`src/rtl/serial_arith_pkg.sv`:
```
// Shared definitions for the bit-serial arithmetic blocks: FSM state encoding
// and the default operand width.
package serial_arith_pkg;

  typedef enum logic [1:0] {
    IDLE  = 2'd0,
    SHIFT = 2'd1,
    DONE  = 2'd2
  } state_t;

  localparam int SERIAL_SUB_WIDTH = 8;

endpackage

```
`src/rtl/fullsubtractor.sv`:
```
// Combinational one-bit full subtractor: diff = a - b - bin, with borrow-out.
// Serves as the per-bit cell of the serial subtractor.
module fullsubtractor (
  input  logic a,
  input  logic b,
  input  logic bin,
  output logic diff,
  output logic bout
);

  assign diff = a ^ b ^ bin;
  assign bout = (~a & b) | (~(a ^ b) & bin);

endmodule

```
`src/rtl/serial_subtractor.sv`:
```
// Bit-serial subtractor computing a - b - bin, LSB first, one bit per clock.
// Defining SERIAL_SUB_OVF_EN adds the registered signed-overflow output ovf.
module serial_subtractor
  import serial_arith_pkg::*;
#(
  parameter int WIDTH = SERIAL_SUB_WIDTH
) (
  input  logic             clk,
  input  logic             rst_n,
  input  logic             start,
  input  logic [WIDTH-1:0] a,
  input  logic [WIDTH-1:0] b,
  input  logic             bin,
  output logic             busy,
  output logic             done,
  output logic [WIDTH-1:0] diff,
  output logic             bout,
`ifdef SERIAL_SUB_OVF_EN
  output logic             ovf,
`endif
  output state_t           dbg_state
);

  localparam int CW = $clog2(WIDTH);
  localparam logic [CW-1:0] LAST = CW'(WIDTH - 1);

  // Handshake: start is a level sampled every edge; it is accepted only when
  // the FSM is in IDLE or DONE and silently dropped while SHIFT is running.
  // done is a single-cycle pulse; diff/bout (and ovf) are valid with it and
  // hold until the next accepted start.
  state_t           r_state;
  logic [WIDTH-1:0] r_ra;
  logic [WIDTH-1:0] r_rb;
  logic             r_br;
  logic [CW-1:0]    r_cnt;
  logic             r_busy;
  logic             r_done;
  logic [WIDTH-1:0] r_diff;
  logic             r_bout;
`ifdef SERIAL_SUB_OVF_EN
  logic             r_ovf;
`endif

  logic w_d;
  logic w_bn;

  fullsubtractor u_cell (
    .a    (r_ra[0]),
    .b    (r_rb[0]),
    .bin  (r_br),
    .diff (w_d),
    .bout (w_bn)
  );

  always_ff @(posedge clk) begin
    if (!rst_n) begin
      r_state <= IDLE;
      r_ra    <= '0;
      r_rb    <= '0;
      r_br    <= 1'b0;
      r_cnt   <= '0;
      r_busy  <= 1'b0;
      r_done  <= 1'b0;
      r_diff  <= '0;
      r_bout  <= 1'b0;
`ifdef SERIAL_SUB_OVF_EN
      r_ovf   <= 1'b0;
`endif
    end else begin
      case (r_state)
        IDLE, DONE: begin
          r_done <= 1'b0;
          if (start) begin
            r_ra    <= a;
            r_rb    <= b;
            r_br    <= bin;
            r_cnt   <= '0;
            r_busy  <= 1'b1;
            r_state <= SHIFT;
          end else begin
            r_busy  <= 1'b0;
            r_state <= IDLE;
          end
        end
        SHIFT: begin
          r_diff <= {w_d, r_diff[WIDTH-1:1]};
          r_ra   <= {1'b0, r_ra[WIDTH-1:1]};
          r_rb   <= {1'b0, r_rb[WIDTH-1:1]};
          r_br   <= w_bn;
          r_cnt  <= r_cnt + 1'b1;
          // The MSB is processed on this cycle: publish the final borrow.
          if (r_cnt == LAST) begin
            r_bout  <= w_bn;
`ifdef SERIAL_SUB_OVF_EN
            r_ovf   <= r_br ^ w_bn;
`endif
            r_busy  <= 1'b0;
            r_done  <= 1'b1;
            r_state <= DONE;
          end
        end
        default: begin
          r_busy  <= 1'b0;
          r_done  <= 1'b0;
          r_state <= IDLE;
        end
      endcase
    end
  end

  assign busy      = r_busy;
  assign done      = r_done;
  assign diff      = r_diff;
  assign bout      = r_bout;
  assign dbg_state = r_state;
`ifdef SERIAL_SUB_OVF_EN
  assign ovf       = r_ovf;
`endif

endmodule

```
`config.mk`:
```
export PLATFORM = sky130hd
export DESIGN_NAME = serial_subtractor
export DESIGN_NICKNAME = d
export VERILOG_FILES = /design/src/rtl/serial_arith_pkg.sv /design/src/rtl/fullsubtractor.sv /design/src/rtl/serial_subtractor.sv
export SDC_FILE = /design/constraint.sdc
export NUM_CORES = 1
export LEC_CHECK = 0
export CORE_ASPECT_RATIO = 0.5
export CORE_UTILIZATION = 43
export DETAILED_ROUTE_END_ITERATION = 8
export GPL_TIMING_DRIVEN = 0
export PLACE_DENSITY_LB_ADDON = 0.12
export RECOVER_POWER = 100
export SYNTH_ARGS = -nofsm -noshare
export SYNTH_HDL_FRONTEND = slang
export SYNTH_SLANG_ARGS = --single-unit
```
`constraint.sdc`:
```
create_clock -name clk -period 1.15 [get_ports clk]
set_input_delay 0.1725 -clock clk [delete_from_list [all_inputs] [get_ports clk]]
set_output_delay 0.1725 -clock clk [all_outputs]
set_load 0.01 [all_outputs]
```
# --- Word-level counts from Yosys, hierarchy flattened ---
# Cells that the tools add are included.
totals:
  reg_bits: 33
  latchBits: 0
  ramBits: 0
  rom_bits: 0
  inputBits: 20
  word_cells: 42
  n_memories: 0
classes:
  addsub: 1
  mul: 0
  div: 0
  n_lt_le_gt_ge: 0
  n_eq_ne: 5
  n_shift: 0
  mux: 14
  n_bitwise: 7
  n_reduce_logical: 6
op_table:
  columns: ["cell", "n"]
  rows:
  - ["8-bit one-hot mux with 2 select lines", 2]
  - ["8-bit two-way mux", 2]
  - ["3-bit one-hot mux with 2 select lines", 1]
  - ["2-bit AND reduction", 3]
  - ["1-bit two-way mux", 4]
  - ["2-bit inequality test, second input constant", 2]
  - ["1-bit one-hot mux with 2 select lines", 2]
  - ["2-bit one-hot mux with 2 select lines", 1]
  - ["3-bit by 1-bit adder with 3-bit output, second input constant", 1]
  - ["3-bit == test, second input constant", 1]
  - ["3-bit two-way mux", 1]
  - ["1-bit bitwise AND", 2]
  - ["2-bit by 1-bit == test with 1-bit output, second input constant", 1]
  - ["2-bit == test, second input constant", 1]
  - ["2-bit zero test", 1]
  - ["2-bit two-way mux", 1]
  - ["1-bit NOT", 2]
  - ["2-bit nonzero test", 1]
  - ["2-bit OR reduction", 1]
  - ["1-bit bitwise XOR", 2]
  - ["1-bit bitwise OR", 1]

# --- Longest topological paths before layout ---
logic_depth:
  depth_word: 5
  depth_mapped: 5

# --- By module ---
# From an unflattened synthesis, not the netlist that was laid out.
unflattened:
  hier_cells: 150
  area_unflattened_um2: 1395.1
by_module_without_submodules:
  columns: ["mod", "n_inst", "cells_per_inst", "area_each_um2"]
  rows:
  - ["serial_subtractor", 1, 146, 1363.8]
  - ["fullsubtractor", 1, 4, 31.3]

# --- Least setup slack after synthesis ---
# OpenSTA, ideal clock, no wires.
synth_timing:
  path_type: "reg2reg"
  from: "reg r_rb[0]"
  to: "reg r_bout (netlist: bout)"
  setup_ns: 0.091
  arrival_ns: 1.003
  t_required_ns: 1.059
  setup_slack_ns: 0.056
  stages_incl_launch_ff: 4
  path_buffers: 0
  period_less_slack_ns: 1.094
  path_cell_list: "dfxtp_1 inv_1 fa_1 a311oi_1"
synth_between:
  elab_chain_len: 4
  elab_cells_between_ends: 5
  cone_classes: "bitwise: 5"
synth_lines:
  columns: ["element", "line", "rtl"]
  rows:
  - ["start: declaration", "serial_subtractor.sv:33", "logic [WIDTH-1:0] r_rb;"]
  - ["start signal: assignment", "serial_subtractor.sv:88", "r_rb <= {1'b0, r_rb[WIDTH-1:1]};"]
  - ["1-bit bitwise XOR", "fullsubtractor.sv:12", "assign bout = (~a & b) | (~(a ^ b) & bin);"]
  - ["1-bit NOT", "fullsubtractor.sv:12", null]
  - ["1-bit bitwise AND", "fullsubtractor.sv:12", null]
  - ["1-bit bitwise OR *", "fullsubtractor.sv:12", null]
  - ["end signal: assignment", "serial_subtractor.sv:93", "r_bout <= w_bn;"]
  - ["end: declaration", "serial_subtractor.sv:39", "logic r_bout;"]
# Every way passes the cells marked *; elsewhere a longest branch is shown, timed or not.
# A chain may end at the register's enable or synchronous reset.

# --- Worst setup path after layout ---
layout_timing:
  from: "reg r_br"
  to: "reg r_diff[7] (netlist: diff[7])"
layout_between:
  elab_chain_len: 1
layout_lines:
  columns: ["element", "line", "rtl"]
  rows:
  - ["start: declaration", "serial_subtractor.sv:34", "logic r_br;"]
  - ["start signal: assignment", "serial_subtractor.sv:76", "r_br <= bin;"]
  - ["start signal: assignment", "serial_subtractor.sv:89", "r_br <= w_bn;"]
  - ["1-bit bitwise XOR", "fullsubtractor.sv:11", "assign diff = a ^ b ^ bin;"]
  - ["named net u_cell.diff", "fullsubtractor.sv:7", "output logic diff,"]
  - ["end signal: assignment", "serial_subtractor.sv:86", "r_diff <= {w_d, r_diff[WIDTH-1:1]};"]
  - ["end: declaration", "serial_subtractor.sv:38", "logic [WIDTH-1:0] r_diff;"]
# The timed path passes the listed nets, and every way through them passes these cells.

==> results_dict.tcl <==
set metrics [dict create \
    routed_wirelength_um 3060 \
    yosys.area.top_type_share_pct 49.1 \
    rsz0062_at_grt "yes" \
    yosys.area.top_type "dfxtp_1" \
    routabilityCongestion 0.712 \
    min_path_type "primary input to flop" \
    drcViolationCount 0 \
    die_h_um 40.9 \
    max_stage_delay_ns 0.58 \
    clock_latency_ns 0.28 \
    dp_worst_setup_slack_ns -0.386 \
    hold_violations 0 \
    root_buffer "clkbuf_8" \
    cts_buffer_depth 2 \
    synth-async-reset-ratio_pct 0 \
    crit_type "flop to flop" \
    nets 224 \
    slowest_stage "fa_2" \
    vias_per_cell 5.17 \
    wl_met3_um 180 \
    violations "negative setup slack" \
    startpoint_type "flop" \
    netlist_instances 160 \
    clk_pin_slew_ns 0.06 \
    cts_buffers 5 \
    port-buffer-count 32 \
    fin_ws_ns -0.0239 \
    synth-main-ff-cell "dfxtp_1" \
    ys_ff_latch 32 \
    synth.top_cells.by_area "dfxtp_1, nand2_1, a31oi_1, a21oi_1, o21ai_1" \
    ant_nets 0 \
    initial_core_util_pct 47.7 \
    postSynthAreaPerCell_sq_um 8.15 \
    ios 33 \
    syn_to_final_growth_pct 37.3 \
    syn-cell-area_sq_um 1300 \
    cap_violations 0 \
    fin_crit_sh_pct 102 \
    drt-initial-drc-count 39 \
    num_antenna_cells 0 \
    crit_arrival_ns 1.40 \
    ys_types 24 \
    maxUsedRoutingLayer "met4" \
    rows 13 \
    worst_slew_pin_slew_ns 0.286 \
    die-width_um 79.9 \
    synth.most_common_cell "nand2_1" \
    placedInstanceArea_sq_um 1670 \
    min_period_ns 1.17 \
    cts_tree "built" \
    cp.required_ns 1.37 \
    grt_pass1_vias 1020 \
    status "complete, but fails checks" \
    synth_fp_nets 183 \
    holdBufCountCts 0 \
    yosys_warnings 0 \
    cellLeakagePower_nw 0.724 \
    drive_gt1_share_pct 15.9 \
    wl_met2_um 1370 \
    fin_setup_tns_ns -0.0239 \
    crit_path_end_kind "flop" \
    pwr_density_cell_nw_per_um2 1350 \
    synth_edf_count 0 \
    vias 1230 \
    ys_top_cells_by_count "nand2_1, dfxtp_1, a21oi_1" \
    fmax_mhz 852 \
    grt_pass1_wl_um 4670 \
    setup_violations 1 \
    wl_per_cell_um 12.9 \
    htree_levels 2 \
    antenna_found_initial 0 \
    path_cells "inv_2 > fa_2 > nand2_2 > a21oi_2" \
    gr-total-overflow 0 \
    finalMaxSlewViolations 0 \
    max_slew_margin_pct 80.9 \
    skew_ns 0.00540 \
    total_power_mw 2.42 \
    cts.sinks 32 \
    grt_max_degree 11 \
    ys_seq_area_share_pct 49.1 \
    grtUsageTotal_pct 20.7 \
    firstDrtPassIters 4 \
    ir_drop_mv 0.555 \
    hpwlAfterDp_um 2060 \
    worstPathMaxFanout 2 \
    dieArea_sq_um 3270 \
    fin_area_sq_um 1790 \
    core-area_sq_um 2730 \
    wl_met1_um 1470 \
]
==> registers in the layout, summed over array words and instances, names as in the netlist <==
name	flops
diff	8
r_ra	8
r_rb	8
r_cnt	3
dbg_state	2
bout	1
done	1
r_br	1
==> metal layers <==
metal,GRT usage (%),vias to the layer above
met5,0,-
met4,9.82,0
met3,7.78,6
met2,33.8,31
met1,25.1,567
li1,-,626
==> layout by cell type (no fill, tap or decap), types with 2 or more instances in the layout <==
master | netlist | layout
a21oi_1 | 15 | 14
a31oi_1 | 14 | 14
buf_2 | 4 | 2
buf_4 | 7 | 7
buf_6 | 1 | 3
clkbuf_4 | 0 | 3
clkbuf_8 | 0 | 5
clkdlybuf4s50_1 | 0 | 19
dfxtp_1 | 32 | 29
dfxtp_2 | 0 | 2
dlygate4sd2_1 | 0 | 12
inv_2 | 1 | 2
nand2_1 | 48 | 47
nand2b_1 | 3 | 3
nand3_1 | 6 | 6
nor2_1 | 2 | 2
o21ai_0 | 3 | 3
o21ai_1 | 11 | 10
==> power by group <==
group | switching (mW) | total, mW | internal, mW
Sequential | 0.0398 | 1.22 | 1.18
Clock | 0.396 | 0.807 | 0.411
Combinational | 0.196 | 0.391 | 0.195
==> worst max-delay path: cells and delay by family, from the launching register on <==
kind            cells  cell delay, ns
compound gates      1            0.11
buf+inv             1            0.04
simple gates        1            0.05
flops               1            0.33
fa+ha+maj           1            0.58
==> metrics by stage <==
step,util (%),cells,hold WS [ns]
finish,65.5,238,0.434
floorplan,-,160,0.309
detailed placement,61.1,229,0.454
global placement,61.1,229,0.444
CTS,64.2,238,0.426
global route,65.5,238,0.459
==> repair_timing <==
action,in CTS,in global routing
pin swaps,2,0
buffers inserted,2,0
resized for setup,21,10
setup endpoints to repair,28,16
==> layout make-up <==
class                      instances  area [sq um]
timing repair buffer              34           318
sequential                        32           647
multi-input combinational        112           589
inverter                           3          11.3
clock buffer                       6          72.6
buffer                            13           101
fill                             245           942
tap                               37          46.3
clock inverter                     1          5.00
==> final timing paths <==
check | depth (start not counted) | from | endpoint | slack (ns)
worst min-delay path | 3 | b[7] | r_rb[7] | 0.43
worst max-delay path | 4 | r_br | diff[7] | -0.02
worst min register to register | 2 | diff[0] | diff[0] | 0.46
worst max register to register | 4 | r_br | diff[7] | -0.02
==> cell families after synthesis <==
logic type	count (synthesis)	share of synthesized area, %
flops	32	49.1
buf+inv	16	7.58
compound gates	46	19.8
fa+ha+maj	3	3.45
simple gates	63	20.1
Note: power is estimated with default switching activity, not from simulation.
